`config.mk`:
```
export PLATFORM = sky130hd
export DESIGN_NAME = diag_row_unpacker
export DESIGN_NICKNAME = d
export VERILOG_FILES = /design/src/rtl/diag_row_unpacker.sv
export SDC_FILE = /design/constraint.sdc
export NUM_CORES = 2
export LEC_CHECK = 0
export ABC_CLOCK_PERIOD_IN_PS = 3600
export CORE_ASPECT_RATIO = 0.9
export CORE_MARGIN = 3
export CORE_UTILIZATION = 45
export CTS_BUF_LIST = sky130_fd_sc_hd__clkbuf_4 sky130_fd_sc_hd__clkbuf_8
export DETAILED_ROUTE_END_ITERATION = 10
export HOLD_SLACK_MARGIN = 0.03
export PLACE_DENSITY = 0.63
export SLEW_MARGIN = 0
export SYNTH_ARGS = -nofsm -noshare
export SYNTH_HDL_FRONTEND = slang
export SYNTH_SLANG_ARGS = --single-unit
```
`constraint.sdc`:
```
create_clock -name clk -period 3.6 [get_ports clk]
set_clock_uncertainty 0.2 [all_clocks]
set_input_delay 0.72 -clock clk [delete_from_list [all_inputs] [get_ports clk]]
set_output_delay 0.72 -clock clk [all_outputs]
set_load 0.05 [all_outputs]
```
`src/rtl/diag_row_unpacker.sv`:
```
// Drains the per-batch anti-diagonal output SRAMs and re-emits each batch as row-major rows.
// Optional feature macro DIAG_ZERO_CHECK_EN adds a sticky diag_err flag for nonzero unused lanes.

module diag_row_unpacker #(
    parameter int unsigned ARRAY_SIZE     = 8,
    parameter int unsigned OUT_DATA_WIDTH = 16,
    parameter int unsigned BATCH_SIZE     = 3,
    parameter int unsigned MATRIX_BITS    = $clog2(2*ARRAY_SIZE-1),
    localparam int unsigned SEL_BITS      = (BATCH_SIZE > 1) ? $clog2(BATCH_SIZE) : 1,
    localparam int unsigned ROW_BITS      = (ARRAY_SIZE > 1) ? $clog2(ARRAY_SIZE) : 1
) (
    input  logic                                 clk,
    input  logic                                 srst,
    input  logic                                 start,
    output logic                                 sram_rd_en,
    output logic [MATRIX_BITS-1:0]               sram_addr,
    output logic [SEL_BITS-1:0]                  sram_sel,
    input  logic [ARRAY_SIZE*OUT_DATA_WIDTH-1:0] sram_rdata,
    output logic                                 row_valid,
    input  logic                                 row_ready,
    output logic [ARRAY_SIZE*OUT_DATA_WIDTH-1:0] row_data,
    output logic [ROW_BITS-1:0]                  row_idx,
    output logic [SEL_BITS-1:0]                  row_batch,
    output logic                                 row_last,
    output logic                                 busy,
    output logic                                 done
`ifdef DIAG_ZERO_CHECK_EN
    ,
    output logic                                 diag_err
`endif
);

    localparam int unsigned N = ARRAY_SIZE;
    localparam int unsigned W = OUT_DATA_WIDTH;
    localparam logic [MATRIX_BITS-1:0] LAST_K     = MATRIX_BITS'(2*N-2);
    localparam logic [MATRIX_BITS-1:0] MID_K      = MATRIX_BITS'(N-1);
    localparam logic [ROW_BITS-1:0]    LAST_ROW   = ROW_BITS'(N-1);
    localparam logic [SEL_BITS-1:0]    LAST_BATCH = SEL_BITS'(BATCH_SIZE-1);

    typedef enum logic [2:0] {
        IDLE,
        READ,
        DRAIN,
        OUT,
        FIN
    } state_t;

    state_t                         state;
    logic [SEL_BITS-1:0]            batch;
    logic                           rd_en_q;
    logic [MATRIX_BITS-1:0]         k_q;
    logic [N-1:0][N-1:0][W-1:0]     mat;
    logic [N-1:0][W-1:0]            lane_c;
    logic [MATRIX_BITS-1:0]         off_c;
    logic [ROW_BITS-1:0]            next_row_c;
    logic [N*W-1:0]                 next_data_c;

    // Lane of C[i][k-i] is i + off_c, where off_c = N-1-min(k,N-1).
    always_comb begin
        lane_c      = sram_rdata;
        off_c       = (k_q < MID_K) ? (MID_K - k_q) : '0;
        next_row_c  = (state == OUT) ? (row_idx + ROW_BITS'(1)) : '0;
        next_data_c = mat[next_row_c];
    end

`ifdef DIAG_ZERO_CHECK_EN
    logic [MATRIX_BITS-1:0] skip_c;
    logic                   zero_err_c;

    // Lanes below skip_c = |k-(N-1)| carry no matrix element and should be zero.
    always_comb begin
        skip_c     = (k_q < MID_K) ? (MID_K - k_q) : (k_q - MID_K);
        zero_err_c = 1'b0;
        for (int unsigned l = 0; l < N; l++) begin
            if ((MATRIX_BITS'(l) < skip_c) && (lane_c[l] != '0)) begin
                zero_err_c = 1'b1;
            end
        end
    end
`endif

    always_ff @(posedge clk) begin
        if (srst) begin
            state      <= IDLE;
            batch      <= '0;
            rd_en_q    <= 1'b0;
            k_q        <= '0;
            mat        <= '0;
            sram_rd_en <= 1'b0;
            sram_addr  <= '0;
            sram_sel   <= '0;
            row_valid  <= 1'b0;
            row_data   <= '0;
            row_idx    <= '0;
            row_batch  <= '0;
            row_last   <= 1'b0;
            busy       <= 1'b0;
            done       <= 1'b0;
`ifdef DIAG_ZERO_CHECK_EN
            diag_err   <= 1'b0;
`endif
        end else begin
            // Read data returns one cycle after the strobe; track which diagonal it is.
            rd_en_q <= sram_rd_en;
            k_q     <= sram_addr;
            done    <= 1'b0;

            if (rd_en_q) begin
                for (int unsigned i = 0; i < N; i++) begin
                    for (int unsigned j = 0; j < N; j++) begin
                        if ((i + j) == 32'(k_q)) begin
                            mat[i][j] <= lane_c[ROW_BITS'(i + 32'(off_c))];
                        end
                    end
                end
            end

`ifdef DIAG_ZERO_CHECK_EN
            if ((state == IDLE) && start) begin
                diag_err <= 1'b0;
            end else if (rd_en_q && zero_err_c) begin
                diag_err <= 1'b1;
            end
`endif

            case (state)
                IDLE: begin
                    if (start) begin
                        state      <= READ;
                        busy       <= 1'b1;
                        batch      <= '0;
                        sram_rd_en <= 1'b1;
                        sram_addr  <= '0;
                        sram_sel   <= '0;
                    end
                end

                READ: begin
                    if (sram_addr == LAST_K) begin
                        state      <= DRAIN;
                        sram_rd_en <= 1'b0;
                    end else begin
                        sram_addr <= sram_addr + MATRIX_BITS'(1);
                    end
                end

                // Row 0 never needs the final diagonal, so it can load while that word lands.
                DRAIN: begin
                    state     <= OUT;
                    row_valid <= 1'b1;
                    row_idx   <= '0;
                    row_batch <= batch;
                    row_data  <= next_data_c;
                    row_last  <= (batch == LAST_BATCH) && (LAST_ROW == ROW_BITS'(0));
                end

                OUT: begin
                    if (row_ready) begin
                        if (row_idx == LAST_ROW) begin
                            row_valid <= 1'b0;
                            row_last  <= 1'b0;
                            if (batch == LAST_BATCH) begin
                                state <= FIN;
                                done  <= 1'b1;
                            end else begin
                                state      <= READ;
                                batch      <= batch + SEL_BITS'(1);
                                sram_sel   <= batch + SEL_BITS'(1);
                                sram_rd_en <= 1'b1;
                                sram_addr  <= '0;
                            end
                        end else begin
                            row_idx  <= next_row_c;
                            row_data <= next_data_c;
                            row_last <= (next_row_c == LAST_ROW) && (batch == LAST_BATCH);
                        end
                    end
                end

                FIN: begin
                    state <= IDLE;
                    busy  <= 1'b0;
                end

                default: begin
                    state <= IDLE;
                    busy  <= 1'b0;
                end
            endcase
        end
    end

endmodule

```
=== Word-level counts from Yosys, hierarchy flattened ===
Index checks and enable logic that the tools add are counted.

* Equality and inequality tests: 28
* Muxes and demuxes: 57
* Reductions and logical operators: 31
* Bitwise operators: 4
* Add/sub/neg operators: 11
* $lt $le $gt $ge: 10

{| class="wikitable"
|+ Operators by type and width
! operator !! count
|-
| $bmux W128 S3 || 1
|-
| $bmux W16 S3 || 8
|-
| $mux W128 || 3
|-
| $pmux W128 S2 || 1
|-
| $mux W16 || 8
|-
| $lt A3 B4 Y1 const B || 9
|-
| $reduce_and A2 Y1 || 17
|-
| $eq A4 B4 Y1 const A || 7
|-
| $mux W3 || 9
|-
| $mux W4 || 5
|-
| $eq A3 B4 Y1 const A || 4
|-
| $add A3 B3 Y3 const A || 4
|-
| $ne A2 B2 Y1 const B || 6
|-
| $pmux W3 S4 || 1
|-
| $pmux W4 S3 || 1
|-
| $reduce_and A6 Y1 || 2
|-
| $mux W1 || 10
|-
| $eq A2 B4 Y1 const A || 2
|-
| $mux W2 || 4
|-
| $add A2 B3 Y3 const A || 2
|-
| $eq A3 B2 Y1 const B || 2
|-
| $eq A3 B3 Y1 const B || 2
|-
| $pmux W1 S2 || 3
|-
| $pmux W3 S2 || 1
|-
| 24 further kinds || 29
|}

* Word-level logic and storage cells: 218
* Bits in registers: 1176

=== Logic depth before layout (Yosys ltp) ===
* Word-level depth: 7
* Mapped depth: 14

=== Worst setup path before layout ===
No wires, ideal clock.

* Kind: register to register
* From: register k_q[3]
* To: register mat[409] (netlist name)
* Arrival: 2.894 ns
* Data required time: 3.253 ns
* Setup time: 0.147 ns
* Cell stages (with the launch flop): 14
* Path slack: 0.358 ns
* Cells stage by stage: dfxtp_1 > buf_6 > nor2_2 > inv_2 > buf_2 > buf_2 > ha_1 > buf_2 > buf_2 > buf_2 > mux2i_1 > o21ai_2 > mux2i_1 > a311oi_1

* Longest elaborated chain between the ends: 5
* Elaborated cells between the ends (all ways): 7
* Those cells by class: add/sub: 1; order compare: 1; eq/ne: 1; mux: 3; reduce/logical: 1

{| class="wikitable"
|+ Ends and longest elaborated chain
! item !! RTL line !! RTL
|-
| start, declared || 51 || <nowiki>logic [MATRIX_BITS-1:0] k_q;</nowiki>
|-
| start signal, assigned || 105 || <nowiki>k_q <= sram_addr;</nowiki>
|-
| $lt A4 B3 Y1 || 61 || <nowiki>off_c = (k_q < MID_K) ? (MID_K - k_q) : '0;</nowiki>
|-
| $mux W3 || 61 ||
|-
| $add A2 B3 Y3 || 112 || <nowiki>mat[i][j] <= lane_c[ROW_BITS'(i + 32'(off_c))];</nowiki>
|-
| $bmux W16 S3 || 112 ||
|-
| $mux W16 (not written as such) || 112 ||
|-
| end signal, assigned by index || 112 ||
|-
| end, declared || 52 || <nowiki>logic [N-1:0][N-1:0][W-1:0] mat;</nowiki>
|}

Several ways; a longest one is shown, not always the timed one. The select of a mux whose other input is x is not followed.
A chain may end at the register's enable or synchronous reset.

=== Worst setup path after layout ===
* From: register row_data[91]
* To: output row_data[91]

{| class="wikitable"
|+ RTL lines
! item !! RTL line !! RTL
|-
| start, declared || 21 || <nowiki>output logic [ARRAY_SIZE*OUT_DATA_WIDTH-1:0] row_data,</nowiki>
|-
| start signal, assigned || 153 || <nowiki>row_data <= next_data_c;</nowiki>
|-
| start signal, assigned || 174 || <nowiki>row_data <= next_data_c;</nowiki>
|}

No word-level cell between the ends.

==> impl_metrics.json <==
{
  "critPathRequiredTime_ns": 2.68,
  "rsz0062_at_grt": "false",
  "routabilityCongestion": 0.9443,
  "synth-main-ff-cell": "dfxtp_1",
  "synth_top_area_share_pct": 41.10,
  "via_per_inst": 6.800,
  "ant_nets": 0,
  "clock-sinks": 1176,
  "tightest_slew_ns": 1.415,
  "reg2regPathDepth": 8,
  "critPathArrivalTime_ns": 2.60,
  "cts-root-buf": "clkbuf_8",
  "layout-drive-gt1-share_pct": 13.33,
  "crit_slowest_cell": "clkdlybuf4s50_1",
  "whs_path_depth": 2,
  "slowest_delay_ns": 1.07,
  "avgSynthCellArea_um2": 8.886,
  "routedWlPerCell_um": 33.21,
  "r2r-start": "k_q[3]",
  "synthTopCellsByArea": "dfxtp_1, mux2i_1, a211oi_1",
  "period_needed_ns": 3.521,
  "cts.path.max_buffers": 3,
  "cp.buffers_inverters": 1,
  "clock_latency_ns": 0.94,
  "post-route-util_pct": 52.68,
  "die_x_um": 382.1,
  "grt_pass1_wl_um": 386000,
  "io_pins": 276,
  "status": "completed",
  "fin_crit_sh_pct": 97.81,
  "clock_tree.htree_level_count": 4,
  "fillers": 11776,
  "io_buffer_count": 275,
  "hp-class": "flop to flop",
  "fmax_ghz": 0.2840,
  "hold_viol": 0,
  "setup_viol": 0,
  "synthToLayoutAreaGrowth_pct": 15.62,
  "num-nets-final": 6607,
  "grt-ovfl-total": 0,
  "crit_type": "flop to primary output",
  "core-area_mm2": 0.1257,
  "async_flop_share_pct": 0,
  "fin_tns_setup_ns": 0,
  "yosys_warnings": 0,
  "grt_max_degree": 170,
  "grt_antenna_before_repair": 31,
  "synthCells": 6447,
  "route.top_layer_used": "met5",
  "drcViolationCount": 0,
  "maxCapViolCount": 0,
  "powerDensity_mw_per_mm2": 424.4,
  "seq_area_frac_synth_pct": 41.10,
  "rows": 123,
  "die_h_um": 344.5,
  "synth_top_cell_by_area": "dfxtp_1",
  "hp-start": "mat[9]",
  "clk_pin_slew_worst_paths_ns": 0.06,
  "initial_utilization_pct": 45.56,
  "drtIter0Drc": 8947,
  "cp_max_fo": 2,
  "path_delay_family": "buffers and inverters",
  "p_leak_nw": 20.50,
  "cts_setup_buffers": 0,
  "maxSlewViolCount": 0,
  "path_cells": "clkdlybuf4s50_1",
  "cts_tree": "built",
  "total_power_mw": 28.11,
  "met1_length_um": 108000,
  "max-slew-margin-rel_pct": 5.245,
  "crit_path_start": "row_data[91]",
  "critPathLaunchType": "flop",
  "first_pass_iters": 9,
  "syn_area_mm2": 0.05728,
  "hpwl_um": 187000,
  "hold_end": "mat[9]",
  "hold_ws_ns": 0.2509,
  "synth-edff-count": 0,
  "worstReg2RegEnd": "mat[997]",
  "rrSetupSlack_ns": 0.29,
  "worstSetupEndpointType": "primary output",
  "grt_usage_pct": 40.42,
  "ys_ff_latch": 1176,
  "synth_cell_types": 71,
  "wl_met3_um": 40680,
  "wirelength_um": 276200,
  "vias": 56552,
  "cts-buffers-inserted": 189,
  "dieArea_mm2": 0.1316,
  "wl_met2_um": 110300,
  "synth_fp_nets": 6586,
  "grt_pass1_vias": 51052,
  "ir_worst_vdd_v": 0.0002865
}
[per-stage QoR]
| step | worst slack, ns | instances | cell area (µm²) |
|---|---|---|---|
| after floorplan | 0.3584 | 6447 | 57280 |
| after global placement | 0.2661 | 7963 | 62200 |
| after detailed placement | 0.2778 | 7963 | 62200 |
| after CTS | 0.07109 | 8296 | 66180 |
| after global routing | 0.08685 | 8306 | 66210 |
| final | 0.07875 | 8316 | 66230 |
[Yosys cell counts (18+ instances only)]
master,instances
mux2i_2,20
o21ai_1,41
and3b_1,35
o211ai_1,32
a221o_1,102
or3_1,104
nand4_1,35
o22ai_1,21
mux4_2,48
o21ai_0,134
nand4b_1,98
nand2b_1,72
a221oi_1,18
buf_2,130
nand3_1,42
o2111ai_1,135
and3_1,24
a31oi_1,120
o221a_2,35
mux2i_1,433
nor3_1,23
nor2_1,885
dfxtp_1,1176
a311oi_1,291
or4_1,33
nor4_1,36
a211oi_1,569
buf_1,47
nor2b_1,139
nor4b_1,32
clkbuf_1,503
nand2_1,564
mux2_2,78
o221ai_1,23
or4b_1,24
or4b_2,40
a21oi_1,180
[registers in the layout (all words and copies together) (netlist names)]
register	cells
batch	2
busy	1
done	1
k_q	4
mat	1024
rd_en_q	1
row_batch	2
row_data	128
row_idx	3
row_last	1
row_valid	1
sram_addr	4
sram_rd_en	1
state	3
[tightest hold or removal path, cell delays in order, from the launching register on]
cell and delay (ns):
dfxtp_1 0.30, nand2_1 0.05, a21oi_1 0.05
[worst max-delay path by stage]
stage / slack [ns] / end / depth (start not counted)
6_report: 0.08 / row_data[91] / 1
5_1_grt: 0.09 / row_data[110] / 1
4_1_cts: 0.07 / row_data[43] / 1
3_5_place_dp: 0.28 / mat[197] / 5
3_3_place_gp: 0.27 / mat[341] / 4
2_1_floorplan: 0.36 / mat[409] / 13
[power breakdown]
group	total (mW)	leakage, nW	switching, mW	internal [mW]
registers	13.0	9.47	0.0190	13.0
clock network	12.3	2.12	5.69	6.64
logic	2.74	8.91	2.03	0.708
[cell usage in the layout, fill, tap and decap left out, types with 104 or more instances in the layout]
master / netlist / routed
a211oi_1: 569 / 568
a21oi_1: 180 / 179
a311oi_1: 291 / 291
a31oi_1: 120 / 119
buf_4: 16 / 198
clkbuf_8: 0 / 234
clkdlybuf4s50_1: 0 / 274
dfxtp_1: 1176 / 1172
mux2i_1: 433 / 432
nand2_1: 564 / 562
nor2_1: 885 / 883
nor2b_1: 139 / 138
o2111ai_1: 135 / 135
o21ai_0: 134 / 134
or3_1: 104 / 104
[layer usage]
metal,up-vias,global-route usage [%]
li1,24383,-
met1,27365,54.28
met2,4119,55.79
met3,665,14.38
met4,20,22.97
met5,-,0
[layout make-up]
cell class	count	area, µm²	area share [%]
antenna	20	50.05	0.07556
clock buffer	304	3746	5.656
clock inverter	28	225.2	0.3400
inverter	8	30.03	0.04534
multi-input combinational	4552	30920	46.68
sequential	1176	23560	35.57
tap	1687	2111	3.187
timing repair buffer	541	5595	8.448
[what timing repair did]
action,CTS,global route
endpoints found under the hold margin,4,0
gates resized for setup,0,0
endpoints found under the setup margin,0,0
hold buffers,1,0
[cells by family after synthesis]
kind of cell               synth area share [%]
AOI/OAI and AO/OA                         22.62
xor gates and xnor gates                0.02840
adders and majority gates                0.1529
buffers and inverters                     5.297
DFF                                       41.10
muxes                                     11.47
and+or+nand+nor                           19.34
Note: power is estimated with default switching activity, not from simulation.
